**src/rtl/etb_trig_pkg.sv**
```systemverilog
// Shared definitions for the ETB trigger router: register offsets, CTRL field
// layout and the source/destination encodings.
package etb_trig_pkg;

    localparam logic [7:0] ADDR_CH0_CTRL = 8'h00;
    localparam logic [7:0] ADDR_CH1_CTRL = 8'h04;
    localparam logic [7:0] ADDR_SWTRIG   = 8'h08;
    localparam logic [7:0] ADDR_STATUS   = 8'h0C;
    localparam logic [7:0] ADDR_INTEN    = 8'h10;
    localparam logic [7:0] ADDR_CNT      = 8'h14;

    localparam int unsigned CTRL_EN_BIT  = 0;
    localparam int unsigned CTRL_SRC_LSB = 1;
    localparam int unsigned CTRL_DST_LSB = 4;

    typedef enum logic [1:0] {
        SRC_TIM1 = 2'd0,
        SRC_TIM2 = 2'd1,
        SRC_EXT0 = 2'd2,
        SRC_EXT1 = 2'd3
    } src_e;

    typedef enum logic [1:0] {
        DST_T1_ON  = 2'd0,
        DST_T1_OFF = 2'd1,
        DST_T2_ON  = 2'd2,
        DST_T2_OFF = 2'd3
    } dst_e;

    typedef struct packed {
        dst_e dst;
        src_e src;
        logic en;
    } ch_ctrl_t;

    function automatic ch_ctrl_t unpack_ctrl(input logic [31:0] w);
        ch_ctrl_t c;
        c.en  = w[CTRL_EN_BIT];
        c.src = src_e'(w[CTRL_SRC_LSB +: 2]);
        c.dst = dst_e'(w[CTRL_DST_LSB +: 2]);
        return c;
    endfunction

    function automatic logic [31:0] pack_ctrl(input ch_ctrl_t c);
        logic [31:0] w;
        w = '0;
        w[CTRL_EN_BIT]        = c.en;
        w[CTRL_SRC_LSB +: 2]  = c.src;
        w[CTRL_DST_LSB +: 2]  = c.dst;
        return w;
    endfunction

endpackage

```
**src/rtl/etb_tim_trig_router_if.sv**
```systemverilog
// APB slave bus of the ETB trigger router (no wait states, no error response).
interface etb_tim_trig_router_if;
    logic        psel;
    logic        penable;
    logic        pwrite;
    logic [7:0]  paddr;
    logic [31:0] pwdata;
    logic [31:0] prdata;

    modport master (output psel, penable, pwrite, paddr, pwdata, input prdata);
    modport slave  (input psel, penable, pwrite, paddr, pwdata, output prdata);
endinterface

```
**src/rtl/etb_trig_chan.sv**
```systemverilog
// One routing channel: source select, hit detection, wrapping hit counter,
// sticky status flag and one-hot destination request.
module etb_trig_chan
    import etb_trig_pkg::*;
#(
    parameter int unsigned CNT_W = 8
) (
    input  logic             clk,
    input  logic             rst,
    input  ch_ctrl_t         ctrl,
    input  logic [3:0]       rise,
    input  logic             swtrig,
    input  logic             status_clr,
    input  logic             cnt_clr,
    output logic [3:0]       dst_vec,
    output logic             status,
    output logic [CNT_W-1:0] count
);

    logic hit;

    // A simultaneous hardware rise and software trigger collapse into one hit.
    assign hit = ctrl.en & (rise[ctrl.src] | swtrig);

    always_comb begin
        dst_vec = '0;
        dst_vec[ctrl.dst] = hit;
    end

    always_ff @(posedge clk) begin
        if (rst) begin
            status <= 1'b0;
            count  <= '0;
        end else begin
            if (hit)
                status <= 1'b1;
            else if (status_clr)
                status <= 1'b0;

            if (cnt_clr)
                count <= '0;
            else if (hit)
                count <= count + CNT_W'(1);
        end
    end

endmodule

```
**src/rtl/etb_tim_trig_router.sv**
```systemverilog
// Two-channel event-trigger router between the dual timer's trigger outputs
// and its trigger-enable inputs, programmed over APB.
module etb_tim_trig_router
    import etb_trig_pkg::*;
#(
    parameter int unsigned CNT_W = 8
) (
    input  logic                   pclk,
    input  logic                   preset,
    etb_tim_trig_router_if.slave   apb,
    input  logic                   tim1_etb_trig,
    input  logic                   tim2_etb_trig,
    input  logic [1:0]             ext_trig,
    output logic                   etb_tim1_trig_en_on,
    output logic                   etb_tim1_trig_en_off,
    output logic                   etb_tim2_trig_en_on,
    output logic                   etb_tim2_trig_en_off,
    output logic                   intr
);

    logic [3:0]       src;
    logic [3:0]       src_q;
    logic [3:0]       rise;
    logic [3:0]       dst_q;
    logic [3:0]       dst_vec [2];
    ch_ctrl_t         ctrl [2];
    logic [1:0]       inten;
    logic [1:0]       status;
    logic [CNT_W-1:0] count [2];
    logic             wr_en;
    logic             rd_en;
    logic [31:0]      rd_data;

    assign src   = {ext_trig, tim2_etb_trig, tim1_etb_trig};
    assign rise  = src & ~src_q;
    assign wr_en = apb.psel & apb.penable & apb.pwrite;
    assign rd_en = apb.psel & ~apb.pwrite;

    for (genvar g = 0; g < 2; g++) begin : g_ch
        etb_trig_chan #(.CNT_W(CNT_W)) u_chan (
            .clk        (pclk),
            .rst        (preset),
            .ctrl       (ctrl[g]),
            .rise       (rise),
            .swtrig     (wr_en && apb.paddr == ADDR_SWTRIG && apb.pwdata[g]),
            .status_clr (wr_en && apb.paddr == ADDR_STATUS && apb.pwdata[g]),
            .cnt_clr    (wr_en && apb.paddr == ADDR_CNT),
            .dst_vec    (dst_vec[g]),
            .status     (status[g]),
            .count      (count[g])
        );
    end

    always_ff @(posedge pclk) begin
        if (preset) begin
            src_q   <= '0;
            dst_q   <= '0;
            ctrl[0] <= '0;
            ctrl[1] <= '0;
            inten   <= '0;
        end else begin
            src_q <= src;
            dst_q <= dst_vec[0] | dst_vec[1];
            if (wr_en) begin
                case (apb.paddr)
                    ADDR_CH0_CTRL: ctrl[0] <= unpack_ctrl(apb.pwdata);
                    ADDR_CH1_CTRL: ctrl[1] <= unpack_ctrl(apb.pwdata);
                    ADDR_INTEN:    inten   <= apb.pwdata[1:0];
                    default: ;
                endcase
            end
        end
    end

    always_comb begin
        rd_data = '0;
        case (apb.paddr)
            ADDR_CH0_CTRL: rd_data = pack_ctrl(ctrl[0]);
            ADDR_CH1_CTRL: rd_data = pack_ctrl(ctrl[1]);
            ADDR_STATUS:   rd_data[1:0] = status;
            ADDR_INTEN:    rd_data[1:0] = inten;
            ADDR_CNT: begin
                rd_data[CNT_W-1:0]  = count[0];
                rd_data[16 +: CNT_W] = count[1];
            end
            default: ;
        endcase
    end

    assign apb.prdata = rd_en ? rd_data : '0;

    assign etb_tim1_trig_en_on  = dst_q[DST_T1_ON];
    assign etb_tim1_trig_en_off = dst_q[DST_T1_OFF];
    assign etb_tim2_trig_en_on  = dst_q[DST_T2_ON];
    assign etb_tim2_trig_en_off = dst_q[DST_T2_OFF];
    assign intr = |(status & inten);

endmodule
```
**src/flat_wrapper.sv**
```systemverilog
// flat-port wrapper written by rule: the top's interface ports become plain ports
module etb_tim_trig_router_flat import etb_trig_pkg::*;
#(
    parameter int unsigned CNT_W = 8
)
  (pclk, preset, tim1_etb_trig, tim2_etb_trig, ext_trig, etb_tim1_trig_en_on, etb_tim1_trig_en_off, etb_tim2_trig_en_on, etb_tim2_trig_en_off, intr, apb_psel, apb_penable, apb_pwrite, apb_paddr, apb_pwdata, apb_prdata);
  etb_tim_trig_router_if apb_i ();
  input  logic pclk;
  input  logic preset;
  input  logic tim1_etb_trig;
  input  logic tim2_etb_trig;
  input  logic [1:0] ext_trig;
  output logic etb_tim1_trig_en_on;
  output logic etb_tim1_trig_en_off;
  output logic etb_tim2_trig_en_on;
  output logic etb_tim2_trig_en_off;
  output logic intr;
  input wire logic [$bits(apb_i.psel)-1:0] apb_psel;
  input wire logic [$bits(apb_i.penable)-1:0] apb_penable;
  input wire logic [$bits(apb_i.pwrite)-1:0] apb_pwrite;
  input wire logic [$bits(apb_i.paddr)-1:0] apb_paddr;
  input wire logic [$bits(apb_i.pwdata)-1:0] apb_pwdata;
  output wire logic [$bits(apb_i.prdata)-1:0] apb_prdata;
  assign apb_i.psel = apb_psel;
  assign apb_i.penable = apb_penable;
  assign apb_i.pwrite = apb_pwrite;
  assign apb_i.paddr = apb_paddr;
  assign apb_i.pwdata = apb_pwdata;
  assign apb_prdata = apb_i.prdata;
  etb_tim_trig_router #(.CNT_W(CNT_W)) u_core (.pclk(pclk), .preset(preset), .apb(apb_i), .tim1_etb_trig(tim1_etb_trig), .tim2_etb_trig(tim2_etb_trig), .ext_trig(ext_trig), .etb_tim1_trig_en_on(etb_tim1_trig_en_on), .etb_tim1_trig_en_off(etb_tim1_trig_en_off), .etb_tim2_trig_en_on(etb_tim2_trig_en_on), .etb_tim2_trig_en_off(etb_tim2_trig_en_off), .intr(intr));
endmodule
```
**config.mk**
```make
export PLATFORM = sky130hd
export DESIGN_NAME = etb_tim_trig_router_flat
export DESIGN_NICKNAME = d
export VERILOG_FILES = /design/src/rtl/etb_trig_pkg.sv /design/src/rtl/etb_tim_trig_router_if.sv /design/src/rtl/etb_trig_chan.sv /design/src/rtl/etb_tim_trig_router.sv /design/src/flat_wrapper.sv
export SDC_FILE = /design/constraint.sdc
export NUM_CORES = 1
export LEC_CHECK = 0
export CORE_ASPECT_RATIO = 0.5
export CORE_UTILIZATION = 47
export CTS_CLUSTER_DIAMETER = 40
export DETAILED_ROUTE_END_ITERATION = 10
export GPL_ROUTABILITY_DRIVEN = 0
export GPL_TIMING_DRIVEN = 0
export PLACE_DENSITY = 0.83
export RECOVER_POWER = 50
export SLEW_MARGIN = 15
export SYNTH_ARGS = -nofsm -noshare
export SYNTH_HDL_FRONTEND = slang
export SYNTH_HIERARCHICAL = 1
export SYNTH_SLANG_ARGS = --single-unit
```
**constraint.sdc**
```tcl
create_clock -name pclk -period 7.5 [get_ports pclk]
set_clock_uncertainty 0.05 [all_clocks]
set_input_delay 1.875 -clock pclk [delete_from_list [all_inputs] [get_ports pclk]]
set_output_delay 1.875 -clock pclk [all_outputs]
set_load 0.03 [all_outputs]
```
Word level (Yosys, flattened, before mapping). Memories as Yosys holds them, arrays and structs flattened. Index checks and enable logic that the tools add are counted.

Add/sub/neg operators: 2. $lt $le $gt $ge: 6. Eq/ne operators: 5. Multiplexer cells: 28. Bitwise gates (word level): 16. Reductions and logical operators: 15.

Operators with widths (count): two-way mux 24 bit (1); two-way mux 1 bit (18); case mux 6 bit (3 select lines) (1); adder 8 x 1 -> 8 bit, second input constant (2); equality test 8 x 4 -> 1 bit, second input constant (2); equality test 8 x 5 -> 1 bit, second input constant (2); bitwise AND 4 bit (3); less-than comparator 2 x 3 -> 1 bit, second input constant (4); two-way mux 5 bit (2); case mux 2 bit (5 select lines) (1); logical AND 1 bit (9); equality test 8 x 3 -> 1 bit, second input constant (1); zero test 8 bit (1); two-way mux 8 bit (1); bitwise AND 1 bit (5); binary-select mux 1 bit (select 2 bit) (2); demux 1 bit (select 2 bit) (2); >= comparator 2 x 1 -> 1 bit, second input constant (2); NOT 4 bit (1); bitwise OR 1 bit (4); bitwise OR 4 bit (1); nonzero test 2 bit (2); OR reduction 2 bit (2); bitwise AND 2 bit (1); other kinds (2) (2).

Flip-flop bits (word level): 28. Memory bits (writable): 10. Input bits: 49. Output and inout port bits: 37. Logic and storage cells: 80. Memories kept: 1.

Memory list: u_core.ctrl (words 2, bits a word 5, rd ports 2, clocked after Yosys merged registers in 0, write ports 2, RTL line etb_tim_trig_router.sv:26) `ch_ctrl_t ctrl [2];`.

Longest topological paths before layout. Gate-level depths: netlist of run 1.

Depth after elaboration: 8. Mapped depth: 10. Gate-level depth less buffers: 8.

Cells and area by module. The synthesis of run 1 kept the hierarchy.

Modules (own cells, without submodules): etb_tim_trig_router (instances 1, cells each 128, area each 1277.5 um^2, sequential area each 500.5 um^2); etb_trig_chan at u_core.g_ch[1].u_chan (instances 1, cells each 52, area each 478.0 um^2, sequential area each 180.2 um^2); etb_trig_chan at u_core.g_ch[0].u_chan (instances 1, cells each 51, area each 455.4 um^2, sequential area each 180.2 um^2).

Worst setup path before layout of run 1. No wires, ideal clock.

Kind: input to output. Start: input apb_paddr[4]. End: output apb_prdata[0]. Arrival: 3.536 ns. Required time: 5.575 ns. Slack: 2.039 ns. Stages: 4. Path buffers: 1. Cell sequence: buf_2 > or3_4 > o32a_1 > a211oi_1.

Cells in the longest elaborated chain, start to end: 3. Elaborated cells on any way between the ends: 7. Classes of those cells: 4 x eq/ne; 2 x mux; 1 x reduce/logical.

Ends and longest elaborated chain: start: declaration (RTL line flat_wrapper.sv:21) `input wire logic [$bits(apb_i.paddr)-1:0] apb_paddr;`; equality test 8 x 5 -> 1 bit, or another cell as far along (RTL line etb_tim_trig_router.sv:77) `case (apb.paddr)`; case mux 2 bit (5 select lines) (*) (RTL line etb_tim_trig_router.sv:77); two-way mux 24 bit (*) (RTL line etb_tim_trig_router.sv:90) `assign apb.prdata = rd_en ? rd_data : '0;`; end: declaration (RTL line flat_wrapper.sv:23) `output wire logic [$bits(apb_i.prdata)-1:0] apb_prdata;`.

Every way passes the cells marked *; elsewhere a longest branch is shown, timed or not.

Final worst setup path of run 1.
Start: input apb_paddr[5]. End: output apb_prdata[16].

Cells in the longest elaborated chain, start to end: 3.

Ends and longest elaborated chain (RTL line): equality test 8 x 5 -> 1 bit (etb_tim_trig_router.sv:77); two-way mux 8 bit (etb_tim_trig_router.sv:77); two-way mux 24 bit (etb_tim_trig_router.sv:90).

Every way passes these cells.

==> results.md, run 1 <==
- Status: finished, final reports clean
- Initial Utilization: 0.495
- Multiplexer share of the synthesized area: 0.0611
- Total CTS buffers: 5
- Worst path cell trace: dlygate4sd3_1 -> or4b_1 -> clkbuf_1 -> nor4_4 -> buf_6 -> and2_1 -> clkdlybuf4s50_1
- Seq cells post-synth: 38
- Finished Core Util: 0.618
- Fin cells: 350
- Setup ws final: 1.09 ns
- Post_cts resized: 0
- H-tree depth: 2
- HPWL after DPL: 3.61 mm
- Nature of the critical path endpoint: output pin
- Clk Latency, worst-skew pair: 0.29 ns
- First drt pass iteration count: 4
- Hold crit path type: reg -> reg
- Number of fill cells in the layout: 373
- Netlist Area Pre-Place: 2210 um2
- Share of layout cells above drive strength 1: 0.130
- Setup violators final: 0
- I/O Buffers: 40
- Top delay family on crit path: buffers and inverters
- Avg Vias per Cell: 5.29
- Max frequency: 0.156 GHz
- Diodes inserted: 0
- Tmin final: 6.41 ns
- Row count: 17
- FF/Latch Area: 861 um2
- Top FF cell, synth: dfxtp_1
- Max VDD drop: 74.1 uV
- Setup repair bufs after CTS: 0
- Yosys Warn Count: 6
- Post-route cell area: 2760 um2
- Overflow after GRT: 0
- Lkg Pwr: 1.09 nW
- Antenna violations before repair: 0
- Fin crit share: 0.854
- Root buf cell: clkbuf_8
- Synth Area in Simple Gates: 0.312
- Vias in the first global route: 1732
- Placed cell area: 2740 um2
- Worst slew pin tran: 0.833 ns
- Setup TNS Final: 0 ns
- Layout area overhead: 24.9%
- Fin. max-slew vios: 0
- Max-cap violations: 0
- Die area: 5000 um2
- Final #Nets: 344
- Crit path DAT: 4.48 ns
- Max incr delay on CP: 0.66 ns
- Worst-path clk slew: 0.06 ns
- Rel. slew slack: 0.437
- Post-synth EDFFs: 10
- Mean Syn Cell Area: 9.57 um2
- Iteration-0 DRC count of the detailed router: 89
- Die width: 99.0 um
- Multi-input gate area: 1150 um2
- CP Max Fanout: 10
- Slowest CP cell: clkdlybuf4s50_1
- CP Launch Type: input port
- Synth Area in Adders: 0.0113
- DRC: 0
- Core area: 4470 um2
- Final wirelength: 4.64 mm
- Gr usage total: 0.207
- Clock sinks: 38
- Hold_buf cts: 0
- Synth Area in Compound Gates: 0.0990
- Worst slack, placed: 1.30 ns
- First-pass GRT wire length: 7.88 mm
- Largest net degree at the start of global routing: 13
- Buffer depth of the longest clock path: 2
- WP data required: 5.58 ns
- Async SR Flop Fraction: 0
- Mapped Cells: 231
- Hold slack: 0.454 ns
- IO Pins: 86
- Library cells used by synthesis: 45
- Register area share after synthesis: 0.389
- CTS tree: done
- Chip Height: 50.5 um
- Cells after DPL: 343
- RSZ-0062 raised after global routing: no
- Final Hold Fails: 0
- Largest family of logic cells by synthesized area: simple AND/OR/NAND/NOR gates
- Routed WL per cell: 13.2 um
- Worst Path Buf+Inv: 4
- Pwr Density: 155 nW/um2
- Post-Synth XOR/XNOR Area: 0.0311
- Via count: 1851
- Critical path class: in -> out
- Total power: 0.428 mW
- Post-route antenna net violation count: 0
-- layout make-up --
cell class / instances / area share
Multi-Input combinational cell: 177 / 0.416
Sequential cell: 38 / 0.312
Timing Repair Buffer: 40 / 0.145
Buffer: 27 / 0.0648
Clock buffer: 7 / 0.0313
Tap cell: 57 / 0.0258
Inverter: 4 / 0.00544
-- kinds of logic after synthesis --
kind of cell / Yosys count
flip-flops: 38
AND/OR/NAND/NOR: 110
other: 1
AO/OA/AOI/OAI: 31
adder cells (fa/ha/maj): 2
XOR/XNOR: 7
buffers and inverters: 31
multiplexers: 11
-- worst min-delay path: stages, from the launching register on --
cell	delay [ns]
dfxtp_1	0.33
nand2b_1	0.07
mux2i_1	0.06
-- cell usage in the layout (no fill, tap or decap), types with 5 or more instances in the layout --
cell,n
clkdlybuf4s50_1,33
dfxtp_1,28
nor2_1,19
buf_4,16
conb_1,16
and2_1,14
nand2_1,11
nand3_1,11
edfxtp_1,10
mux2i_1,9
nor2b_1,8
clkbuf_1,7
dlygate4sd3_1,7
o21ai_0,7
clkbuf_8,6
and4_1,6
nand2b_1,6
o211ai_1,6
xor2_1,6
nor3_1,5
and2_0,5
-- per-layer routing --
layer  global-route usage  routed length, um  vias to the layer above
li1                     -                  -                      911
met1                0.252               2090                      867
met2                0.358               2210                       65
met3               0.0432                266                        8
met4               0.0945                 68                        0
met5                    0                  0                        -
-- final timing paths --
kind                                   to  slack [ns]                         start  depth (start not counted)
min reg2reg  u_core/inten[1]$_SDFFE_PP0P_        0.45  u_core/inten[1]$_SDFFE_PP0P_                          2
min          u_core/inten[1]$_SDFFE_PP0P_        0.45  u_core/inten[1]$_SDFFE_PP0P_                          2
max reg2reg    u_core/dst_q[3]$_SDFF_PP0_        5.21   u_core/ctrl[0][1]$_DFFE_PP_                          7
max                        apb_prdata[16]        1.09                  apb_paddr[5]                          7
-- flip-flops by register name, indices dropped and copies added (netlist names) --
signal,cells
u_core/g_ch.u_chan/count,16
u_core/src_q,4
u_core/dst_q,4
u_core/ctrl,10
u_core/g_ch.u_chan/status,2
u_core/inten,2
-- cell usage after synthesis, types with 3 or more instances --
cell type / number / area (um2)
o21ai_2: 4 / 35.0
buf_6: 4 / 45.0
nor3b_1: 4 / 30.0
o21ai_0: 5 / 25.0
dfxtp_1: 28 / 561
and2_1: 19 / 119
nand3_1: 11 / 55.1
a21oi_1: 4 / 20.0
clkbuf_1: 4 / 15.0
o211ai_1: 6 / 45.0
and4_1: 6 / 52.6
nand2b_1: 6 / 37.5
o21ai_1: 3 / 15.0
and3_1: 4 / 25.0
nand2_1: 11 / 41.3
xor2_1: 6 / 52.6
or3_1: 4 / 25.0
mux2i_1: 9 / 90.1
nor3_1: 4 / 20.0
nor2b_1: 8 / 50.1
or4_1: 4 / 30.0
nor2_1: 19 / 71.3
edfxtp_1: 10 / 300
buf_4: 16 / 120
-- power by group --
group          switching (mW)  total, mW  internal (mW)  leakage (nW)
logic                  0.0367     0.0651         0.0284         0.720
clock network          0.0661      0.139         0.0729        0.0443
registers             0.00631      0.224          0.217         0.323
total                   0.109      0.428          0.319          1.09
Power figures use the tool's default switching activity.
==> run 2, diff against run 1 <==
--- a/config.mk
+++ b/config.mk
@@ -11,6 +11,7 @@
 export DETAILED_ROUTE_END_ITERATION = 10
 export GPL_ROUTABILITY_DRIVEN = 0
 export GPL_TIMING_DRIVEN = 0
+export MAX_ROUTING_LAYER = met4
 export PLACE_DENSITY = 0.83
 export RECOVER_POWER = 50
 export SLEW_MARGIN = 15
==> run 2 against run 1 <==
Against the previous run: fmax is essentially flat; sequential share of layout area is the same; clock power is essentially flat; sequential cell count is the same; sequential power is essentially flat; cell area is the same; routed wire length is essentially flat; largest power group unchanged; highest routed layer unchanged.
==> results.md, run 2 (synthesized netlist as in run 1, its figures left out) <==
- Status: finished, final reports clean (unchanged)
- Most frequent cells in the layout: clkdlybuf4s50_1 (33), dfxtp_1 (28), nor2_1 (19) (unchanged)
- Multi-input gate area: 1150 um2 (unchanged)
- Avg Vias per Cell: 5.33 (was 5.29)
- HPWL after DPL: 3.61 mm (unchanged)
- Lkg Pwr: 1.09 nW (unchanged)
- CP Launch Type: input port (unchanged)
- First-pass GRT wire length: 7.87 mm (was 7.88 mm)
- Initial Utilization: 0.495 (unchanged)
- CP Max Fanout: 10 (unchanged)
- CTS tree: done (unchanged)
- Root buf cell: clkbuf_8 (unchanged)
- I/O Buffers: 40 (unchanged)
- Tmin final: 6.41 ns (about the same)
- Setup ws final: 1.09 ns (about the same)
- Total CTS buffers: 5 (unchanged)
- First drt pass iteration count: 4 (unchanged)
- Die area: 5000 um2 (unchanged)
- Setup repair bufs after CTS: 0 (unchanged)
- Core area: 4470 um2 (unchanged)
- WP data required: 5.58 ns (about the same)
- Hold slack: 0.455 ns (was 0.454 ns)
- Cells after DPL: 343 (unchanged)
- Hold crit path type: reg -> reg (unchanged)
- FF/Latch Area: 861 um2 (unchanged)
- Post-route antenna net violation count: 0 (unchanged)
- Post_cts resized: 0 (unchanged)
- Routed WL per cell: 13.2 um (about the same)
- Worst slew pin tran: 0.840 ns (was 0.833 ns)
- Layout area overhead: 24.9% (unchanged)
- Gr usage total: 0.213 (was 0.207)
- Fin. max-slew vios: 0 (unchanged)
- Crit path DAT: 4.48 ns (about the same)
- Max-cap violations: 0 (unchanged)
- Die width: 99.0 um (unchanged)
- Via count: 1867 (was 1851)
- Hold_buf cts: 0 (unchanged)
- Vias in the first global route: 1732 (unchanged)
- DRC: 0 (unchanged)
- Chip Height: 50.5 um (unchanged)
- Overflow after GRT: 0 (unchanged)
- Buffer depth of the longest clock path: 2 (unchanged)
- Clock sinks: 38 (unchanged)
- Antenna violations before repair: 0 (unchanged)
- IO Pins: 86 (unchanged)
- Fin cells: 350 (unchanged)
- Worst-path clk slew: 0.06 ns (about the same)
- Flip-flop count of the largest register after layout: 16 (unchanged)
- Most common cell after layout, fill and taps aside: clkdlybuf4s50_1 (unchanged)
- Critical path class: in -> out (unchanged)
- Number of fill cells in the layout: 373 (unchanged)
- Share of layout cells above drive strength 1: 0.130 (unchanged)
- Setup violators final: 0 (unchanged)
- Iteration-0 DRC count of the detailed router: 104 (was 89)
- RSZ-0062 raised after global routing: no (unchanged)
- H-tree depth: 2 (unchanged)
- Nature of the critical path endpoint: output pin (unchanged)
- Final Hold Fails: 0 (unchanged)
- Worst slack, placed: 1.30 ns (unchanged)
- Final #Nets: 344 (unchanged)
- Max VDD drop: 73.9 uV (was 74.1 uV)
- Setup TNS Final: 0 ns (unchanged)
- Row count: 17 (unchanged)
- Rel. slew slack: 0.432 (was 0.437)
- Max frequency: 0.156 GHz (about the same)
- Pwr Density: 155 nW/um2 (about the same)
- Reg with most FFs: u_core/g_ch.u_chan/count (unchanged)
- Clk Latency, worst-skew pair: 0.29 ns (about the same)
- Fin crit share: 0.854 (about the same)
- Diodes inserted: 0 (unchanged)
- Largest net degree at the start of global routing: 13 (unchanged)
- Final wirelength: 4.63 mm (was 4.64 mm)
- Biggest regs: u_core/g_ch.u_chan/count x16, u_core/ctrl x10 (unchanged)
## run 2: cell counts in the layout (fill, tap and decap cells not counted)
No cell type changed its count.
## run 2: worst max-delay path, stage by stage
cell and delay (ns):
dlygate4sd3_1 0.52, or4b_1 0.50, clkbuf_1 0.24, nor4_4 0.38, buf_6 0.17, and2_1 0.12
clkdlybuf4s50_1 0.66
## run 2: path summary, 6_finish.rpt
| path | from | cells after the start | to | slack (ns) |
|---|---|---|---|---|
| setup / recovery | apb_paddr[5] | 7 | apb_prdata[16] | 1.09 |
| hold / removal | u_core/inten[1]$_SDFFE_PP0P_ | 2 | u_core/inten[1]$_SDFFE_PP0P_ | 0.46 |
| setup reg to reg | u_core/ctrl[0][1]$_DFFE_PP_ | 7 | u_core/dst_q[3]$_SDFF_PP0_ | 5.19 |
| hold reg to reg | u_core/inten[1]$_SDFFE_PP0P_ | 2 | u_core/inten[1]$_SDFFE_PP0P_ | 0.46 |
## run 2: cell type report
type                            count  area share
Buffer                             27      0.0648
Clock buffer                        7      0.0313
Inverter                            4     0.00544
Multi-Input combinational cell    177       0.416
Sequential cell                    38       0.312
Tap cell                           57      0.0258
Timing Repair Buffer               40       0.145
## run 2: stage by stage
stage	util	power, mW	cell area (um2)
after floorplan	-	0.274	2270
after global placement	0.613	0.294	2740
after detailed placement	0.613	0.295	2740
after CTS	0.632	0.434	2830
after global routing	0.618	0.446	2760
final	0.618	0.427	2760
## run 2: report_power, final
| part | internal [mW] | total, mW | switching [mW] | leakage, nW |
|---|---|---|---|---|
| sequential | 0.217 | 0.224 | 0.00631 | 0.323 |
| clock | 0.0728 | 0.139 | 0.0658 | 0.0443 |
| combinational | 0.0284 | 0.0652 | 0.0368 | 0.720 |
## run 2: metal layers
metal  routed length, um  global-route usage  up-vias
li1                    -                   -      910
met1                2100               0.252      864
met2                2170               0.358       84
met3                 302              0.0432        9
met4                  61              0.0945        0
met5                   0                   -        -
==> run 3, diff against run 2 <==
--- a/config.mk
+++ b/config.mk
@@ -6,6 +6,7 @@
 export NUM_CORES = 1
 export LEC_CHECK = 0
 export CORE_ASPECT_RATIO = 0.5
+export CORE_MARGIN = 4
 export CORE_UTILIZATION = 47
 export CTS_CLUSTER_DIAMETER = 40
 export DETAILED_ROUTE_END_ITERATION = 10
==> run 3 against run 2 <==
Against the previous run: sequential cell count unchanged; sequential power about the same; worst setup slack got worse by 0.025 ns; hold slack got worse by 0.013 ns; cell area increased by 0.18%.
==> results.md, run 3 (synthesized netlist as in run 1, its figures left out) <==
- Initial Utilization: 0.495 (unchanged)
- Worst path cell trace: dlygate4sd3_1 -> or4b_1 -> clkbuf_1 -> nor4_4 -> buf_6 -> and2_1 -> clkdlybuf4s50_1 (unchanged)
- Fin cells: 351 (was 350)
- Rel. slew slack: 0.407 (was 0.432)
- RSZ-0062 raised after global routing: no (unchanged)
- Cells after DPL: 343 (unchanged)
- Flip-flop count of the largest register after layout: 16 (unchanged)
- Max VDD drop: 66.5 uV (was 73.9 uV)
- Setup crit start: apb_paddr[5] (unchanged)
- Placed cell area: 2740 um2 (unchanged)
- Hold crit path type: reg -> reg (unchanged)
- Worst Path Buf+Inv: 4 (unchanged)
- CP Launch Type: input port (unchanged)
- Number of fill cells in the layout: 387 (was 373)
- Core area: 4470 um2 (unchanged)
- HPWL after DPL: 3.90 mm (was 3.61 mm)
- Nature of the critical path endpoint: output pin (unchanged)
- Clk Latency, worst-skew pair: 0.29 ns (about the same)
- Reg2reg start: u_core/ctrl[0][1]$_DFFE_PP_ (unchanged)
- CP Max Fanout: 10 (unchanged)
- Diodes inserted: 0 (unchanged)
- R2r worst-path depth: 7 (unchanged)
- Worst-path clk slew: 0.07 ns (was 0.06 ns)
- Slowest CP cell: clkdlybuf4s50_1 (unchanged)
- Layout area overhead: 25.1% (was 24.9%)
- Biggest regs: u_core/g_ch.u_chan/count x16, u_core/ctrl x10 (unchanged)
- Root buf cell: clkbuf_8 (unchanged)
- Overflow after GRT: 0 (unchanged)
- CTS tree: done (unchanged)
- Crit path DAT: 4.51 ns (was 4.48 ns)
- I/O Buffers: 40 (unchanged)
- R2R Setup Slk: 5.24 ns (was 5.19 ns)
- Routed WL per cell: 14.5 um (was 13.2 um)
- Final Hold Fails: 0 (unchanged)
- H-tree depth: 2 (unchanged)
- Most common cell after layout, fill and taps aside: clkdlybuf4s50_1 (unchanged)
- Tmin final: 6.43 ns (was 6.41 ns)
- End point of the critical path: apb_prdata[18] (was apb_prdata[16])
- Avg Vias per Cell: 5.30 (was 5.33)
- Antenna violations before repair: 0 (unchanged)
- Largest net degree at the start of global routing: 13 (unchanged)
- Chip Height: 56.5 um (was 50.5 um)
- Crit. path cell count: 7 (unchanged)
- Via count: 1861 (was 1867)
- Setup violators final: 0 (unchanged)
- Max frequency: 0.155 GHz (was 0.156 GHz)
- Total power: 0.435 mW (was 0.427 mW)
- Clock sinks: 38 (unchanged)
- Top delay family on crit path: buffers and inverters (unchanged)
- Reg with most FFs: u_core/g_ch.u_chan/count (unchanged)
- Die area: 5930 um2 (was 5000 um2)
- Buffer depth of the longest clock path: 2 (unchanged)
- Vias in the first global route: 1765 (was 1732)
- Worst slew pin tran: 0.877 ns (was 0.840 ns)
- Post_cts resized: 0 (unchanged)
- Die width: 105 um (was 99.0 um)
- Post-route cell area: 2770 um2 (was 2760 um2)
- Pwr Density: 157 nW/um2 (was 155 nW/um2)
- Lkg Pwr: 1.09 nW (about the same)
- Max incr delay on CP: 0.67 ns (was 0.66 ns)
- Setup repair bufs after CTS: 0 (unchanged)
- Setup ws final: 1.07 ns (was 1.09 ns)
- Worst slack, placed: 1.29 ns (was 1.30 ns)
- Row count: 17 (unchanged)
- Fin crit share: 0.858 (was 0.854)
- First-pass GRT wire length: 8.20 mm (was 7.87 mm)
- DRC: 0 (unchanged)
- First drt pass iteration count: 4 (unchanged)
- Share of layout cells above drive strength 1: 0.133 (was 0.130)
- Iteration-0 DRC count of the detailed router: 137 (was 104)
- Final #Nets: 344 (unchanged)
- Max-cap violations: 0 (unchanged)
- Gr usage total: 0.180 (was 0.213)
- Fin. max-slew vios: 0 (unchanged)
- Setup TNS Final: 0 ns (unchanged)
- IO Pins: 86 (unchanged)
- Final wirelength: 5.09 mm (was 4.63 mm)
- Most frequent cells in the layout: clkdlybuf4s50_1 (33), dfxtp_1 (28), nor2_1 (19) (unchanged)
- Status: finished, final reports clean (unchanged)
- Critical path class: in -> out (unchanged)
- Hold_buf cts: 0 (unchanged)
- Post-route antenna net violation count: 0 (unchanged)
- Total CTS buffers: 5 (unchanged)
- WP data required: 5.58 ns (about the same)
- Reg2reg end: u_core/dst_q[3]$_SDFF_PP0_ (unchanged)
==> run 3: cell count changes in the layout (fill, tap and decap cells not counted), sizes merged <==
cell	change
clkinv	+1
==> run 3: area by class of cell <==
type / instances / area, um2 / share of cell area
clock inverters: 1 / 5.00 / 0.00181
plain buffers: 27 / 179 / 0.0647
repair buffers: 40 / 400 / 0.145
flip-flops and latches: 38 / 861 / 0.311
well taps: 57 / 71.3 / 0.0258
inverters: 4 / 15.0 / 0.00543
clock buffers: 7 / 86.3 / 0.0312
multi-input cells: 177 / 1150 / 0.415
==> run 3: tightest hold or removal path, stage by stage, from the launching register on <==
cell and delay [ns]:
dfxtp_1 0.34, o21ai_2 0.07, a21oi_2 0.04
==> run 3: metrics by stage <==
stage                     hold slack (ns)   util
after floorplan                     0.406      -
after global placement              0.427  0.613
after detailed placement            0.436  0.613
after CTS                           0.447  0.634
after global routing                0.481  0.619
final                               0.442  0.619
==> run 3: power by group <==
group          internal (mW)  total (mW)  switching, mW  leakage (nW)
sequential             0.217       0.224        0.00645         0.323
clock                 0.0742       0.145         0.0712        0.0482
combinational         0.0284      0.0656         0.0372         0.720
==> run 3: worst min path at each step <==
stage                                                      startpoint                                          end  slack [ns]  cells after the start
after detailed placement  u_core/g_ch[1].u_chan/count[6]$_SDFFE_PP0P_  u_core/g_ch[1].u_chan/count[6]$_SDFFE_PP0P_        0.44                      2
after global placement    u_core/g_ch[1].u_chan/count[6]$_SDFFE_PP0P_  u_core/g_ch[1].u_chan/count[6]$_SDFFE_PP0P_        0.43                      2
after global routing      u_core/g_ch[1].u_chan/count[6]$_SDFFE_PP0P_  u_core/g_ch[1].u_chan/count[6]$_SDFFE_PP0P_        0.48                      2
after floorplan             u_core/g_ch[0].u_chan/status$_SDFFE_PP0P_    u_core/g_ch[0].u_chan/status$_SDFFE_PP0P_        0.41                      2
final                     u_core/g_ch[1].u_chan/count[6]$_SDFFE_PP0P_  u_core/g_ch[1].u_chan/count[6]$_SDFFE_PP0P_        0.44                      2
after CTS                 u_core/g_ch[1].u_chan/count[6]$_SDFFE_PP0P_  u_core/g_ch[1].u_chan/count[6]$_SDFFE_PP0P_        0.45                      2
==> run 3: metal layers <==
metal	global-route usage	wire length, um
met1	0.208	2200
met2	0.303	2470
met3	0.0425	326
met4	0.0766	87
met5	-	0
